`config.mk`:
```
export PLATFORM = sky130hd
export DESIGN_NAME = aes_shift_rows_stage
export DESIGN_NICKNAME = d
export VERILOG_FILES = /design/src/rtl/aes_shift_rows_stage.sv
export SDC_FILE = /design/constraint.sdc
export NUM_CORES = 1
export LEC_CHECK = 0
export CAP_MARGIN = 20
export CORE_ASPECT_RATIO = 0.7
export CORE_UTILIZATION = 65
export DETAILED_ROUTE_END_ITERATION = 7
export DONT_BUFFER_PORTS = 1
export PLACE_DENSITY = 0.86
export SYNTH_ARGS = -nofsm -noshare
export SYNTH_HDL_FRONTEND = slang
export SYNTH_SLANG_ARGS = --single-unit
export TNS_END_PERCENT = 5
```
`constraint.sdc`:
```
create_clock -name clk -period 4.3 [get_ports clk]
set_clock_uncertainty 0.1 [all_clocks]
set_input_delay 0.43 -clock clk [delete_from_list [all_inputs] [get_ports clk]]
set_output_delay 0.43 -clock clk [all_outputs]
set_load 0.01 [all_outputs]
```
`src/rtl/aes_shift_rows_stage.sv`:
```
// AES ShiftRows elastic stage: 1-cycle latency, 2-entry skid buffer, registered in_ready.
// Define AES_SHIFT_ROWS_INV_EN to add per-transaction in_inv selecting InvShiftRows.
module aes_shift_rows_stage #(
    parameter int unsigned word_size  = 8,
    parameter int unsigned array_size = 16
) (
    input  logic                              clk,
    input  logic                              rst,
    input  logic                              in_valid,
    output logic                              in_ready,
    input  logic [0:word_size*array_size-1]   in_data,
`ifdef AES_SHIFT_ROWS_INV_EN
    input  logic                              in_inv,
`endif
    output logic                              out_valid,
    input  logic                              out_ready,
    output logic [0:word_size*array_size-1]   out_data
);

    localparam int unsigned width = word_size * array_size;

    if (array_size != 16) begin : g_bad_size
        $error("aes_shift_rows_stage: array_size must be 16");
    end

    // Byte k sits at bits [word_size*k +: word_size], k = 4*col + row.
    function automatic logic [0:width-1] shift(input logic [0:width-1] d, input logic inv);
        logic [0:width-1] res;
        int unsigned      src;
        res = '0;
        for (int unsigned c = 0; c < 4; c++) begin
            for (int unsigned r = 0; r < 4; r++) begin
                src = inv ? ((c + 4 - r) % 4) : ((c + r) % 4);
                res[word_size*(4*c+r) +: word_size] = d[word_size*(4*src+r) +: word_size];
            end
        end
        return res;
    endfunction

    logic             dir;
    logic             in_fire;
    logic             m_valid;
    logic             s_valid;
    logic [0:width-1] m_data;
    logic [0:width-1] s_data;
    logic [0:width-1] captured;

`ifdef AES_SHIFT_ROWS_INV_EN
    assign dir = in_inv;
`else
    assign dir = 1'b0;
`endif

    // Direction is resolved at capture, so it travels with the transformed data.
    assign captured  = shift(in_data, dir);
    assign in_ready  = !s_valid;
    assign in_fire   = in_valid && in_ready;
    // Masked during reset so no output handshake can complete in the reset cycle.
    assign out_valid = m_valid && !rst;
    assign out_data  = m_data;

    always_ff @(posedge clk) begin
        if (rst) begin
            m_valid <= 1'b0;
            s_valid <= 1'b0;
            m_data  <= '0;
            s_data  <= '0;
        end else if (!m_valid || out_ready) begin
            if (s_valid) begin
                m_data  <= s_data;
                m_valid <= 1'b1;
                s_valid <= 1'b0;
            end else if (in_fire) begin
                m_data  <= captured;
                m_valid <= 1'b1;
            end else begin
                m_valid <= 1'b0;
            end
        end else if (in_fire) begin
            s_data  <= captured;
            s_valid <= 1'b1;
        end
    end

endmodule
```
## Yosys cells after proc, flatten, opt, wreduce, memory -nomap -nowiden

Index checks and enable logic that the tools add are counted.

- Reduce and logical (&&, ||, !) cells: 10
- Multiplexer cells: 4
- Bitwise logic cells: 1

Operators with widths:

| operator | number |
|---|---|
| 128-bit 2-to-1 mux | 2 |
| 2-bit AND reduction | 2 |
| 1-bit zero test | 3 |
| 1-bit logical AND | 2 |
| 1-bit 2-to-1 mux | 2 |
| 2-bit nonzero test | 1 |
| 2-bit OR reduction | 1 |
| 1-bit logical OR | 1 |
| 1-bit NOT | 1 |

- Logic and storage cells: 19
- Output and inout port bits: 130
- Bits of input ports: 132
- Register bits after elaboration: 258

## Depth between registers and ports, before layout

- Depth after elaboration: 4
- Gate-level depth with buffers: 6
- Gate-level depth less buffers: 3

## Worst setup path before layout

OpenSTA, ideal clock, no wires.

- Path kind: input to register
- From: input port rst
- To: register m_data (netlist bit out_data[10])
- Stages: 4
- Setup slack: 2,748 ps
- Required time: 4,054 ps
- Buffers on the path: 3
- Data arrival time: 1,306 ps
- Setup time: 146 ps
- Path through: buf_2 clkbuf_1 clkbuf_1 a211oi_2

RTL lines:

| item | line | text |
|---|---|---|
| from (decl) | 8 | `input logic rst,` |
| to (signal assigned) | 70 | `m_data <= s_data;` |
| to (signal assigned) | 74 | `m_data <= captured;` |
| to (decl) | 44 | `logic [0:width-1] m_data;` |

No word-level cell between the ends.

## Final worst setup path

- From: register s_valid
- To: register s_data[104] (netlist bit)

- Word-level cells in the longest chain between the ends: 3

RTL lines:

| item | line | text |
|---|---|---|
| from (decl) | 43 | `logic s_valid;` |
| from (signal assigned) | 65 | `s_valid <= 1'b0;` |
| from (signal assigned) | 72 | `s_valid <= 1'b0;` |
| from (signal assigned) | 81 | `s_valid <= 1'b1;` |
| 1-bit zero test | 56 | `assign in_ready = !s_valid;` |
| 1-bit logical AND | 57 | `assign in_fire = in_valid && in_ready;` |
| 2-bit AND reduction (no line) | - |  |
| to (signal assigned) | 80 | `s_data <= captured;` |
| to (decl) | 45 | `logic [0:width-1] s_data;` |

No other way between the ends.
A chain may end at the register's enable or synchronous reset.

==> results.sh <==
export IMPL_routabilityCongestion=0.7429
export IMPL_setup_slack_ps=1058
export IMPL_layout_core_utilization=0.8246
export IMPL_hold_path_class="input pin to register"
export IMPL_synth_seq_cells=258
export IMPL_rows=39
export IMPL_fin_tns_setup_ps=0
export IMPL_synth_cell_types=21
export IMPL_post_cts_resized=0
export IMPL_vias=9880
export IMPL_wl_per_cell_um=23.91
export IMPL_grt_util_all_layers=0.4034
export IMPL_clockRootBuffer="clkbuf_16"
export IMPL_drv_slew=0
export IMPL_max_cap_viol_count=0
export IMPL_dp_hpwl_um=15090
export IMPL_rrSetupSlack_ps=1060
export IMPL_htreeDepth=1
export IMPL_drt_pre_antenna_iters=7
export IMPL_leakage_nw=4.605
export IMPL_grt_pass1_wl_um=55080
export IMPL_r2r_cells=6
export IMPL_arrival_ps=3600
export IMPL_crit_fanout=132
export IMPL_ys_warn_count=0
export IMPL_endpoint_kind="register"
export IMPL_fmax_ghz=0.3085
export IMPL_numCtsBuffers=24
export IMPL_drc=0
export IMPL_worst_pin_slew_ps=992.7
export IMPL_grt_overflow_total=0
export IMPL_antenna_found_initial=0
export IMPL_drt_total_wl_um=35960
export IMPL_regToRegStartpoint="s_valid"
export IMPL_setup_viol=0
export IMPL_fp_coreArea_um2=16350
export IMPL_hold_viol=0
export IMPL_cts_buffer_depth=3
export IMPL_syn_cell_area_um2=10910
export IMPL_cts_hold_buf=191
export IMPL_path_clk_slew_ps=70
export IMPL_dpl_worst_slack_ps=1710
export IMPL_grt_max_degree=161
export IMPL_io_buffers=0
export IMPL_ant_nets=0
export IMPL_ys_seq_area_frac=0.4732
export IMPL_crit_start="s_valid"
export IMPL_die_area_um2=17320
export IMPL_cts_setup_buffers=0
export IMPL_grt_pass1_vias=10050
export IMPL_fin_nets=1394
export IMPL_cts_tree="yes"
export IMPL_fin_crit_ps=3242
export IMPL_syn_to_final_growth_pct=23.51
export IMPL_critPathKind="register to register"
export IMPL_via_per_inst=6.569
export IMPL_critPathRequiredTime_ps=4660
export IMPL_drive_gt1_frac=0.1360
export IMPL_die_h_um=110.4
export IMPL_ios=262
export IMPL_synth_cells=1151
export IMPL_synth_area_per_cell_um2=9.482
export IMPL_status="completed"
export IMPL_timing_rr_end="s_data[104]"
export IMPL_start_util=0.6677
export IMPL_syn_nets=1283
export IMPL_rsz0062_at_grt="false"
export IMPL_relSlewSlack=0.3382
export IMPL_power_density_nw_per_um2=410.8
export IMPL_drt_iter0_markers=1175
export IMPL_clk_latency_ps=510
export IMPL_critPathCapture="s_data[104]"
export IMPL_clock_sinks=258
export IMPL_n_antenna_cell=0
export IMPL_crit_path_start_kind="register"
export IMPL_dieWidth_um=156.9
export IMPL_fin_crit_sh=0.7538
export IMPL_vdd_drop_max_mv=0.2942
routing by layer:
metal,vias up,track usage,wire (µm)
met5,-,0,0
met4,0,0.1915,1800
met3,178,0.1358,3844
met2,679,0.6726,17060
met1,4763,0.4621,13260
li1,4260,-,-
layout make-up:
| type | count | area [µm²] |
|---|---|---|
| inverters | 1 | 3.754 |
| repair buffers | 200 | 2047 |
| clock buffers | 34 | 699.4 |
| clock inverters | 9 | 100.1 |
| well taps | 225 | 281.5 |
| fillers | 789 | 2867 |
| flip-flops and latches | 258 | 5169 |
| multi-input cells | 777 | 5180 |
placed cells by master, fill, tap and decap left out, types with 2 or more instances in the layout:
cell type | Yosys | layout
a21oi_1 | 257 | 257
dfxtp_1 | 258 | 257
nand2_1 | 256 | 256
dlygate4sd3_1 | 0 | 190
mux2i_1 | 128 | 128
a211oi_2 | 120 | 120
clkbuf_16 | 0 | 25
a211oi_1 | 8 | 8
clkinv_2 | 0 | 5
clkbuf_1 | 51 | 5
buf_4 | 2 | 5
clkbuf_8 | 0 | 4
buf_12 | 0 | 4
bufinv_16 | 0 | 2
clkinvlp_4 | 0 | 2
power breakdown:
group	internal [W]	switching (W)	total [W]
Sequential	0.00252	0.000162	0.00268
Combinational	0.000306	0.000355	0.000660
Clock	0.00126	0.000938	0.00219
Total	0.00408	0.00145	0.00554
cell usage after synthesis (all sizes together):
cell type | number | area, µm²
buf | 63 | 399.1
mux2i | 128 | 1281
and4bb | 1 | 12.51
inv | 1 | 3.750
dfxtp | 258 | 5165
a21oi | 257 | 1286
nand4bb | 1 | 11.26
nor2b | 1 | 6.260
clkbuf | 52 | 196.4
or2 | 1 | 6.260
a211oi | 128 | 1562
nand2 | 256 | 960.9
and2 | 1 | 8.760
nor2 | 1 | 3.750
nor3 | 1 | 5.000
nand2b | 1 | 6.260
critical path, cell delays in order (launching register included):
cell and delay [ps]:
dfxtp_4 370, buf_12 680, nand4bb_4 280, buf_4 710, nand2_1 210, a21oi_1 220
dlygate4sd3_1 560
stage by stage:
stage / power, W / hold WS, ps / cells / cell area [µm²]
after floorplan: 0.003110 / 336.0 / 1151 / 10910
after global routing: 0.005682 / 55.47 / 1504 / 13480
after global placement: 0.003134 / 334.8 / 1270 / 10750
final: 0.005538 / 67.98 / 1504 / 13480
after detailed placement: 0.003156 / 341.5 / 1270 / 10750
after CTS: 0.005452 / 4.799 / 1504 / 13480
how the worst min path moves through the flow:
stage / to / cells past startpoint / slack (ps) / from
floorplan: s_data[0] / 2 / 340 / s_data[0]
global placement: s_data[108] / 2 / 330 / s_data[108]
detailed placement: s_data[105] / 2 / 340 / s_data[105]
CTS: s_data[26] / 2 / 5 / in_data[122]
global route: s_valid / 2 / 60 / in_valid
finish: s_valid / 2 / 70 / in_valid
registers in the layout (all words and copies together), names as in the netlist:
signal and cells:
m_valid 1, out_data 128, s_valid 1, s_data 128
cells by family after synthesis:
group	after synthesis	share of synthesized area
mux	128	0.1174
flops	258	0.4732
compound gates	385	0.2609
simple gates	264	0.09355
buf+inv	116	0.05491
Power figures use the tool's default switching activity.
